[src/rtl/sdram_arbiter.sv]
// Three-port req/ack arbiter in front of a single-transaction SDRAM controller.
// Port 0 has priority with a fairness cap; ports 1 and 2 share a round-robin pointer.
module sdram_arbiter #(
    parameter int MAX_CONSEC = 4
) (
    input  logic        clk,
    input  logic        reset_n,

    input  logic        p0_req,
    input  logic        p0_we,
    input  logic [24:0] p0_addr,
    input  logic [15:0] p0_din,
    input  logic [1:0]  p0_wtbt,
    output logic        p0_ack,
    output logic [15:0] p0_dout,

    input  logic        p1_req,
    input  logic        p1_we,
    input  logic [24:0] p1_addr,
    input  logic [15:0] p1_din,
    input  logic [1:0]  p1_wtbt,
    output logic        p1_ack,
    output logic [15:0] p1_dout,

    input  logic        p2_req,
    input  logic        p2_we,
    input  logic [24:0] p2_addr,
    input  logic [15:0] p2_din,
    input  logic [1:0]  p2_wtbt,
    output logic        p2_ack,
    output logic [15:0] p2_dout,

    output logic [24:0] sd_addr,
    output logic [15:0] sd_din,
    output logic [1:0]  sd_wtbt,
    output logic        sd_rd,
    output logic        sd_we,
    input  logic [15:0] sd_dout,
    input  logic        sd_ready,

    output logic [1:0]  grant
);

    typedef enum logic [2:0] {
        ST_IDLE,
        ST_STROBE,
        ST_CHECK,
        ST_WAIT,
        ST_RECOVER
    } state_t;

    localparam logic [3:0] CONSEC_MAX = 4'(MAX_CONSEC);

    // Entry 3 is a dummy so the "no winner" index 3 stays in range.
    logic [3:0]        req_in;
    logic [3:0]        we_in;
    logic [3:0][24:0]  addr_in;
    logic [3:0][15:0]  din_in;
    logic [3:0][1:0]   wtbt_in;

    assign req_in  = {1'b0, p2_req, p1_req, p0_req};
    assign we_in   = {1'b0, p2_we, p1_we, p0_we};
    assign addr_in = {25'd0, p2_addr, p1_addr, p0_addr};
    assign din_in  = {16'd0, p2_din, p1_din, p0_din};
    assign wtbt_in = {2'd0, p2_wtbt, p1_wtbt, p0_wtbt};

    state_t           state_q, state_d;
    logic [24:0]      sd_addr_q, sd_addr_d;
    logic [15:0]      sd_din_q, sd_din_d;
    logic [1:0]       sd_wtbt_q, sd_wtbt_d;
    logic             sd_rd_q, sd_rd_d;
    logic             sd_we_q, sd_we_d;
    logic [1:0]       grant_q, grant_d;
    logic [3:0]       consec_q, consec_d;
    logic             rr_q, rr_d;
    logic [2:0]       ack_q, ack_d;
    logic [2:0][15:0] dout_q, dout_d;

    logic       other_pending;
    logic [1:0] winner;
    logic       complete;

    // rr_q = 0 means port 1 is preferred next, 1 means port 2.
    always_comb begin
        other_pending = req_in[1] | req_in[2];
        winner        = 2'd3;
        if (req_in[0] && !(consec_q == CONSEC_MAX && other_pending)) begin
            winner = 2'd0;
        end else if (other_pending) begin
            if (!rr_q) begin
                winner = req_in[1] ? 2'd1 : 2'd2;
            end else begin
                winner = req_in[2] ? 2'd2 : 2'd1;
            end
        end
    end

    always_comb begin
        state_d   = state_q;
        sd_addr_d = sd_addr_q;
        sd_din_d  = sd_din_q;
        sd_wtbt_d = sd_wtbt_q;
        sd_rd_d   = sd_rd_q;
        sd_we_d   = sd_we_q;
        grant_d   = grant_q;
        consec_d  = consec_q;
        rr_d      = rr_q;
        ack_d     = 3'b000;
        dout_d    = dout_q;
        complete  = 1'b0;

        case (state_q)
            ST_IDLE: begin
                if (!other_pending) begin
                    consec_d = 4'd0;
                end
                if (sd_ready && winner != 2'd3) begin
                    sd_addr_d = addr_in[winner];
                    sd_din_d  = din_in[winner];
                    sd_wtbt_d = wtbt_in[winner];
                    sd_we_d   = we_in[winner];
                    sd_rd_d   = ~we_in[winner];
                    grant_d   = winner;
                    state_d   = ST_STROBE;
                    if (winner == 2'd0) begin
                        if (other_pending && consec_q != CONSEC_MAX) begin
                            consec_d = consec_q + 4'd1;
                        end
                    end else begin
                        consec_d = 4'd0;
                        rr_d     = (winner == 2'd1);
                    end
                end
            end
            ST_STROBE: state_d = ST_CHECK;
            // A read hit leaves ready high, so CHECK may complete directly.
            ST_CHECK, ST_WAIT: begin
                if (sd_ready) begin
                    complete = 1'b1;
                end else begin
                    state_d = ST_WAIT;
                end
            end
            ST_RECOVER: state_d = ST_IDLE;
            default:    state_d = ST_IDLE;
        endcase

        if (complete) begin
            for (int i = 0; i < 3; i++) begin
                if (grant_q == 2'(i)) begin
                    ack_d[i] = 1'b1;
                    if (sd_rd_q) begin
                        dout_d[i] = sd_dout;
                    end
                end
            end
            sd_rd_d = 1'b0;
            sd_we_d = 1'b0;
            grant_d = 2'd3;
            state_d = ST_RECOVER;
        end
    end

    always_ff @(posedge clk or negedge reset_n) begin
        if (!reset_n) begin
            state_q   <= ST_IDLE;
            sd_addr_q <= '0;
            sd_din_q  <= '0;
            sd_wtbt_q <= '0;
            sd_rd_q   <= 1'b0;
            sd_we_q   <= 1'b0;
            grant_q   <= 2'd3;
            consec_q  <= '0;
            rr_q      <= 1'b0;
            ack_q     <= '0;
            dout_q    <= '0;
        end else begin
            state_q   <= state_d;
            sd_addr_q <= sd_addr_d;
            sd_din_q  <= sd_din_d;
            sd_wtbt_q <= sd_wtbt_d;
            sd_rd_q   <= sd_rd_d;
            sd_we_q   <= sd_we_d;
            grant_q   <= grant_d;
            consec_q  <= consec_d;
            rr_q      <= rr_d;
            ack_q     <= ack_d;
            dout_q    <= dout_d;
        end
    end

    assign sd_addr = sd_addr_q;
    assign sd_din  = sd_din_q;
    assign sd_wtbt = sd_wtbt_q;
    assign sd_rd   = sd_rd_q;
    assign sd_we   = sd_we_q;
    assign grant   = grant_q;
    assign p0_ack  = ack_q[0];
    assign p1_ack  = ack_q[1];
    assign p2_ack  = ack_q[2];
    assign p0_dout = dout_q[0];
    assign p1_dout = dout_q[1];
    assign p2_dout = dout_q[2];

endmodule

[config.mk]
export PLATFORM = sky130hd
export DESIGN_NAME = sdram_arbiter
export DESIGN_NICKNAME = d
export VERILOG_FILES = /design/src/rtl/sdram_arbiter.sv
export SDC_FILE = /design/constraint.sdc
export NUM_CORES = 1
export LEC_CHECK = 0
export ABC_AREA = 1
export CAP_MARGIN = 30
export CORE_MARGIN = 2
export CORE_UTILIZATION = 43
export CTS_BUF_LIST = sky130_fd_sc_hd__clkbuf_16
export CTS_CLUSTER_SIZE = 8
export DETAILED_ROUTE_END_ITERATION = 8
export PLACE_DENSITY = 0.79
export SYNTH_ARGS = -nofsm -noshare
export SYNTH_HDL_FRONTEND = slang
export SYNTH_SLANG_ARGS = --single-unit
export TNS_END_PERCENT = 50
[constraint.sdc]
create_clock -name clk -period 1.8 [get_ports clk]
set_input_delay 0.18 -clock clk [delete_from_list [all_inputs] [get_ports clk]]
set_output_delay 0.18 -clock clk [all_outputs]
set_load 0.01 [all_outputs]
Word-level counts from Yosys, hierarchy flattened
Index checks and enable logic that the tools add are counted.
{"block": "word_totals", "register_bits": 106, "latchBits": 0, "wordCells": 83, "memories": 0, "romBits": 0, "in_bits": 154, "output_inout_bits": 98, "ram_bits": 0}
{"block": "op_classes", "n_reduce_logical": 18, "n_div": 0, "add_sub_neg": 1, "bitwise": 3, "mul": 0, "n_eq_ne": 11, "n_shift": 0, "n_mux": 36, "n_lt_le_gt_ge": 1}
{"cell": "binary-select mux 25 bit (select 2 bit)", "count": 1}
{"cell": "binary-select mux 16 bit (select 2 bit)", "count": 1}
{"cell": "2-to-1 mux 25 bit", "count": 1}
{"cell": "2-to-1 mux 2 bit", "count": 9}
{"cell": "2-to-1 mux 16 bit", "count": 1}
{"cell": "2-to-1 mux 4 bit", "count": 4}
{"cell": "2-to-1 mux 1 bit", "count": 12}
{"cell": "2-to-1 mux 3 bit", "count": 4}
{"cell": "AND reduction 3 bit", "count": 4}
{"cell": "case mux 3 bit (3 select lines)", "count": 1}
{"cell": "equality test 3 x 2 -> 1 bit (second input constant)", "count": 2}
{"cell": "inequality test 3 bit (second input constant)", "count": 2}
{"cell": "AND reduction 2 bit", "count": 3}
{"cell": "adder 4 x 1 -> 4 bit (second input constant)", "count": 1}
{"cell": "binary-select mux 2 bit (select 2 bit)", "count": 1}
{"cell": "equality test 2 x 1 -> 1 bit (second input constant)", "count": 2}
{"cell": "equality test 4 x 3 -> 1 bit (second input constant)", "count": 1}
{"cell": "logical AND 1 bit", "count": 4}
{"cell": "logical NOT 2 bit", "count": 2}
{"cell": "inequality test 4 x 3 -> 1 bit (second input constant)", "count": 1}
{"cell": "nonzero test 2 bit", "count": 2}
{"cell": "equality test 3 x 1 -> 1 bit (second input constant)", "count": 1}
{"cell": "logical NOT 3 bit", "count": 1}
{"cell": "less-than comparator 2 x 3 -> 1 bit (second input constant)", "count": 1}
{"cell": "other kinds (7)", "count": 8}

Longest topological paths before layout
Gate-level depths: netlist of run 1.
{"block": "logic_depth", "ltp_word": 11, "mapped_depth": 12}

Worst setup path before layout of run 1
Ideal clock, no wire load.
{"block": "synth_timing", "path_kind": "register -> register", "from": "register consec_q[1]", "to": "register sd_addr_q[13] (netlist: sd_addr[13])", "slack_ns": 0.279, "arrival_ns": 1.458, "path_stages_with_launch": 13, "t_required_ns": 1.737, "n_path_buf": 2, "setup_time_ns": 0.063, "path_cell_list": "dfrtp_1 > inv_1 > ha_1 > nand2_1 > nor2_2 > nand2_4 > nand2_8 > buf_8 > buf_8 > nand3_2 > nand3_1 > nand2_1 > inv_1"}
{"block": "synth_via", "elab_chain_cells": 8, "elab_cells_between_ends": 10, "cone_classes": "eq/ne: 2; mux: 3; reduce/logical: 5"}
{"element": "from (decl)", "line": "74", "source": "logic [3:0] consec_q, consec_d;"}
{"element": "from (signal assigned)", "line": "185", "source": "consec_q <= consec_d;"}
{"element": "equality test 4 x 3 -> 1 bit *", "line": "87", "source": "if (req_in[0] && !(consec_q == CONSEC_MAX && other_pending)) begin"}
{"element": "logical AND 1 bit *", "line": "87"}
{"element": "logical NOT 1 bit *", "line": "87"}
{"element": "logical AND 1 bit *", "line": "87"}
{"element": "2-to-1 mux 2 bit *", "line": "87"}
{"element": "inequality test 2 bit", "line": "117", "source": "if (sd_ready && winner != 2'd3) begin"}
{"element": "logical AND 1 bit", "line": "117"}
{"element": "AND reduction 2 bit (no source line)"}
{"element": "to (signal assigned)", "line": "179", "source": "sd_addr_q <= sd_addr_d;"}
{"element": "to (decl)", "line": "68", "source": "logic [24:0] sd_addr_q, sd_addr_d;"}
Every way passes the cells marked *; elsewhere a longest branch is shown, timed or not. The select of a mux whose other input is x is not followed.
A chain may end at the register's enable or synchronous reset.

Worst setup path in the final report of run 1
{"block": "layout_timing", "from": "register consec_q[0]", "to": "register sd_addr_q[0] (netlist: sd_addr[0])"}
Same word-level chain as after synthesis.

==> out/metrics.cfg, run 1 <==
[outcome]
status=complete, no violations

[logic_synthesis]
synth.area.top_cells=dfrtp_1 (46%), nand3_1 (13%), nand2_1 (11%)
post_syn_area_mm2=0.00566
yosysWarnings=0
synthCells=757
syn-mean-instance-area_um2=7.48
synth.largest_area_cell=dfrtp_1
yosys.area.top_type_share_pct=46.0
nets_in_the_synthesized_netlist=913
synth_sequential_area_ratio_pct=46.9
synthesized_flop_and_latch_total=106
yosys_cell_types=28

[global_routing]
grt_start_max_net_pins=37
grt_antenna_before_repair=0
grt_pass1_wl_um=28900
globalRouteOverflowTotal=0
first_global_vias=5687
groute.usage.overall_pct=25.6

[layout]
syn2layout_area_growth_pct=57.6
post_route_cells_drive_above_1_share_pct=9.43
most_frequent_cells_in_the_layout=clkdlybuf4s50_1 (250), nand2_1 (159), nand3_1 (145)
design_area_mm2=0.00892
num_antenna_cells=0
leading_cell_type_in_the_layout_fill_and_taps_excluded=clkdlybuf4s50_1
final_net_count=1169
layoutNonFillerInstCount=1190

[placement]
weighted_congestion_at_the_end_of_routability_driven_global_placement=0.849
number_of_placed_cells_counting_well_taps=1169
io_buffers=251
placement.cell_area_mm2=0.00854
hpwl_after_detailed_placement_um=12900

[critical_path]
worst_setup_path_end_kind=register
worst_setup_path_start_kind=register
path_max_fanout=9
type_of_the_worst_setup_path=register to register
startpoint_of_the_worst_slack_reg_to_reg_timing_path=consec_q[0]
setup.reg_to_reg.worst_slack_ns=0.11
critical_path_top_delay_cell=dfrtp_1
largest_incremental_delay_on_the_critical_path_ns=0.43
timing.critical_path.cells=inv_1, ha_1, nand2_1, nor2_2, nand2_4, nand2_8, buf_4, nand3_1, nand2_1, inv_1, a21oi_1
worstReg2RegEnd=sd_addr[0]
worstRegToRegCells=11
critical_path_required_ns=2.07
critical_path_arrival_ns=1.95

[power_and_ir_drop]
netSwitchingFraction_pct=35.6
share_seq_of_total_power_pct=33.2
vdd_ir_drop_max_v=0.000602
power_leakage_uw=0.00438
power_per_cell_area_mw_per_mm2=1290
pwr-share-clk_pct=18.8
p_comb_share_pct=47.9
p_int_uw=7380
power_switching_uw=4090

[detailed_routing]
vias=5758
initialDrtViolationCount=313
wirelength_um=17500
detailedRoute.firstPassIterationCount=5
avgRoutedWirePerCell_um=14.7
final_antenna_net_count=0
drt-vias-per-instance=4.84
remaining_drc_errors=0

[timing]
finalSetupTns_ns=0
timing_worst_slew_pin_value_ns=0.388
relSlewSlack_pct=74.1
fin_crit_period_ns=1.69
timing.final.setup_violations=0
timing.fmax_mhz=593
report.final.hold_viol_count=0
setup_repair_after_global_routing_missed_its_margin=true
timing.final.max_slew_violations=0
worst_clock_skew_ns=0.00725
final.period_utilization_pct=93.7

[floorplan]
initial_core_util_pct=44.5
design.core.area_mm2=0.0127
die_width_um=119
die_area_mm2=0.0141
core.rowCount=41
die_h_um=119
ioPinCount=252

[cts]
insertion_delay_ns=0.35
cts-root-buf=clkbuf_16
cts-buffers-inserted=9
cts-root-to-sink-buffers=2
tritoncts=done
reg_clk_slew_reported_paths_ns=0.07
cts_num_sinks=106
cts-htree-levels=3

[job]
maxCapViolations=0

[worst_hold_path]
hold_path.class=primary input to asynchronous set/reset pin

routing by layer:
metal	GRT usage [%]	vias to the layer above	part of all wire (%)
met5	0	-	0
met4	7.74	0	2.3
met3	6.37	29	5.2
met2	45.0	176	51
met1	30.7	2678	42
li1	-	2875	-
layout make-up:
class                           instances  area, um^2
Clock buffer                            9         225
Clock inverter                          7         100
Fill cell                            1078        3800
Inverter                              143         537
Multi-Input combinational cell        466        2250
Sequential cell                       106        2660
Tap cell                              172         215
Timing Repair Buffer                  287        2930
state kept, by name, summed over array words and instances, names as in the netlist:
name / cells
ack_q: 3
consec_q: 4
grant: 2
p0_dout: 16
p1_dout: 16
p2_dout: 16
rr_q: 1
sd_addr: 25
sd_din: 16
sd_rd: 1
sd_we: 1
sd_wtbt: 2
state_q: 3
cells by family (layout without fill, tap and decap cells):
family | count (synthesis) | count (layout) | share of synthesized area, %
AOI/OAI and AO/OA | 88 | 88 | 8.07
xor gates and xnor gates | 1 | 1 | 0.155
adders and majority gates | 2 | 2 | 0.442
buffers and inverters | 185 | 446 | 13.5
DFF | 106 | 106 | 46.9
and+or+nand+nor | 375 | 375 | 30.9
critical path, delay by kind of cell, from the launching register on:
kind | cells | cell delay, ns
AND/OR/NAND/NOR | 6 | 0.56
buffers and inverters | 3 | 0.29
flip-flops | 1 | 0.43
adder cells (fa/ha/maj) | 1 | 0.16
AO/OA/AOI/OAI | 1 | 0.16
cells in the mapped netlist, drive strengths merged:
master,n
inv,139
nor3,3
ha,2
clkinv,4
or2,18
nor2,35
o22ai,1
xor2,1
clkbuf,12
dfrtp,104
o21ai,59
dfstp,2
a21oi,28
buf,30
nand3,155
nand2,164
repair_timing:
| action | CTS | global route |
|---|---|---|
| buffers inserted | 0 | 4 |
| endpoints found under the hold margin | 50 | 0 |
| hold buffers | 1 | 0 |
| endpoints found under the setup margin | 0 | 29 |
| resized for setup | 0 | 1 |
per-stage QoR:
step	setup slack (ns)	util [%]	total power (uW)	hold WS [ns]
final	0.114	70.1	11500	0.229
after global routing	-0.0288	70.1	12300	0.237
after CTS	0.0244	69.8	11500	0.225
after detailed placement	-0.00212	67.2	9300	0.0615
after global placement	0.0679	67.2	9180	0.0643
after floorplan	0.279	-	6390	-0.116
power groups by stage:
stage	clock network, uW	logic [uW]	registers, uW
2_1_floorplan	0	2210	4180
3_3_place_gp	0	5370	3810
3_5_place_dp	0	5470	3830
4_1_cts	2210	5490	3810
5_1_grt	2280	6060	3930
6_report	2160	5500	3810
worst max-delay path by stage:
stage                startpoint           to
floorplan           consec_q[1]  sd_addr[13]
global route        consec_q[0]   sd_addr[0]
CTS                 consec_q[0]   sd_din[12]
detailed placement     sd_ready   p0_dout[6]
finish              consec_q[0]   sd_addr[0]
global placement         p1_req   sd_din[12]
(Power assumes the default switching activity.)
==> run 2: changes to the inputs <==
CORE_ASPECT_RATIO = 1.5   (was default)
==> out/metrics.cfg, run 2 (same netlist as run 1, synthesis figures left out) <==
[layout]
most_frequent_cells_in_the_layout=clkdlybuf4s50_1 (250), nand2_1 (158), nand3_1 (142)
final_net_count=1172
final_util_pct=69.6
layoutNonFillerInstCount=1181
syn2layout_area_growth_pct=58.4
design_area_mm2=0.00897
post_route_cells_drive_above_1_share_pct=11.1
leading_cell_type_in_the_layout_fill_and_taps_excluded=clkdlybuf4s50_1
largest_reg_flops=25

[detailed_routing]
drt-vias-per-instance=4.92
remaining_drc_errors=0
initialDrtViolationCount=295
vias=5806
wirelength_um=17400
avgRoutedWirePerCell_um=14.7
final_antenna_net_count=0
detailedRoute.firstPassIterationCount=5

[power_and_ir_drop]
pwr-share-clk_pct=16.3
share_seq_of_total_power_pct=33.8
overall_power_uw=11400
netSwitchingFraction_pct=36.4
power_per_cell_area_mw_per_mm2=1270
p_comb_share_pct=49.8
vdd_ir_drop_max_v=0.000789
power_switching_uw=4140
power_leakage_uw=0.00439
p_int_uw=7230

[floorplan]
die_area_mm2=0.0141
initial_core_util_pct=43.9
die_h_um=145
ioPinCount=252
core.rowCount=51
die_width_um=97.7
design.core.area_mm2=0.0129

[global_routing]
grt_start_max_net_pins=42
globalRouteOverflowTotal=0
groute.usage.overall_pct=23.9
grt_antenna_before_repair=0
grt_pass1_wl_um=27000
first_global_vias=5550

[job]
maxCapViolations=0

[timing]
timing.fmax_mhz=584
timing_worst_slew_pin_value_ns=0.504
worst_clock_skew_ns=0.00669
timing.final.max_slew_violations=0
postLayoutSetupSlackWorst_ns=0.0885
final.period_utilization_pct=95.1
timing.final.setup_violations=0
fin_crit_period_ns=1.71
relSlewSlack_pct=66.4
report.final.hold_viol_count=0

[placement]
place_ws_ns=-0.0314
hpwl_after_detailed_placement_um=13200
number_of_placed_cells_counting_well_taps=1154
weighted_congestion_at_the_end_of_routability_driven_global_placement=0.874
placement.cell_area_mm2=0.00851
io_buffers=251

[cts]
tritoncts=done
cts-root-buf=clkbuf_16
cts-htree-levels=3
cts-buffers-inserted=9
cts-root-to-sink-buffers=2
cts_num_sinks=106
insertion_delay_ns=0.34
reg_clk_slew_reported_paths_ns=0.07

[outcome]
status=complete, no violations

[critical_path]
critical_path_required_ns=2.03
worst_setup_path_start_kind=register
worst_setup_path_end_kind=register
type_of_the_worst_setup_path=register to register
path_max_fanout=8
critical_path_arrival_ns=1.94
worstRegToRegCells=11

[worst_hold_path]
hold_path.class=primary input to asynchronous set/reset pin

==> run 2: path summary, 6_finish.rpt <==
check,from,to,slack (ns)
worst max-delay path,consec_q[1],sd_din[13],0.09
worst min-delay path,reset_n,p1_dout[4],0.35
worst max register to register,consec_q[1],sd_din[13],0.09
worst min register to register,state_q[0],state_q[1],0.48
max in group asynchronous,reset_n,p1_dout[13],0.83
min in group clk,p1_addr[20],sd_addr[20],0.43
==> run 2: layout make-up <==
class | count | area (um^2)
Multi-Input combinational cell | 466 | 2310
Timing Repair Buffer | 290 | 2980
Clock buffer | 9 | 225
Inverter | 143 | 537
Clock inverter | 7 | 53.8
Sequential cell | 106 | 2660
Fill cell | 1070 | 3920
Tap cell | 159 | 199
Antenna cell | 1 | 2.50
==> run 2: timing repair <==
| action | in CTS | in global routing |
|---|---|---|
| hold buffers | 1 | 0 |
| gates resized for setup | 0 | 19 |
| setup endpoints to repair | 0 | 44 |
| buffers inserted | 0 | 7 |
| hold endpoints to repair | 33 | 0 |
==> run 2: worst max-delay path, cell delays in order (launching register included) <==
cell and delay [ns]:
dfrtp_1 0.40, inv_2 0.11, ha_4 0.14, nand2_2 0.06
nor2_4 0.14, nand2_4 0.08, nand2_8 0.14, buf_8 0.15
clkbuf_16 0.15, nand3_1 0.06, nand3_1 0.08, a21oi_1 0.07
==> run 2: per-layer routing <==
metal / part of all wire (%) / vias up / track usage [%]
li1: - / 2867 / -
met1: 38 / 2642 / 27.5
met2: 52 / 259 / 43.5
met3: 6.5 / 38 / 4.25
met4: 3.5 / 0 / 10.6
met5: 0 / - / 0
==> run 2: power by group through the flow <==
| stage | sequential [uW] | clock (uW) | combinational (uW) |
|---|---|---|---|
| after global placement | 3850 | 0 | 5340 |
| final | 3840 | 1860 | 5670 |
| after CTS | 3840 | 1920 | 5470 |
| after floorplan | 4180 | 0 | 2210 |
| after global routing | 3960 | 2030 | 6200 |
| after detailed placement | 3870 | 0 | 5460 |
==> run 2: stage by stage <==
stage	setup TNS, ns	hold slack, ns
3_3_place_gp	0	0.186
3_5_place_dp	-0.0958	0.189
2_1_floorplan	0	-0.116
4_1_cts	0	0.356
5_1_grt	-0.166	0.385
6_report	0	0.350
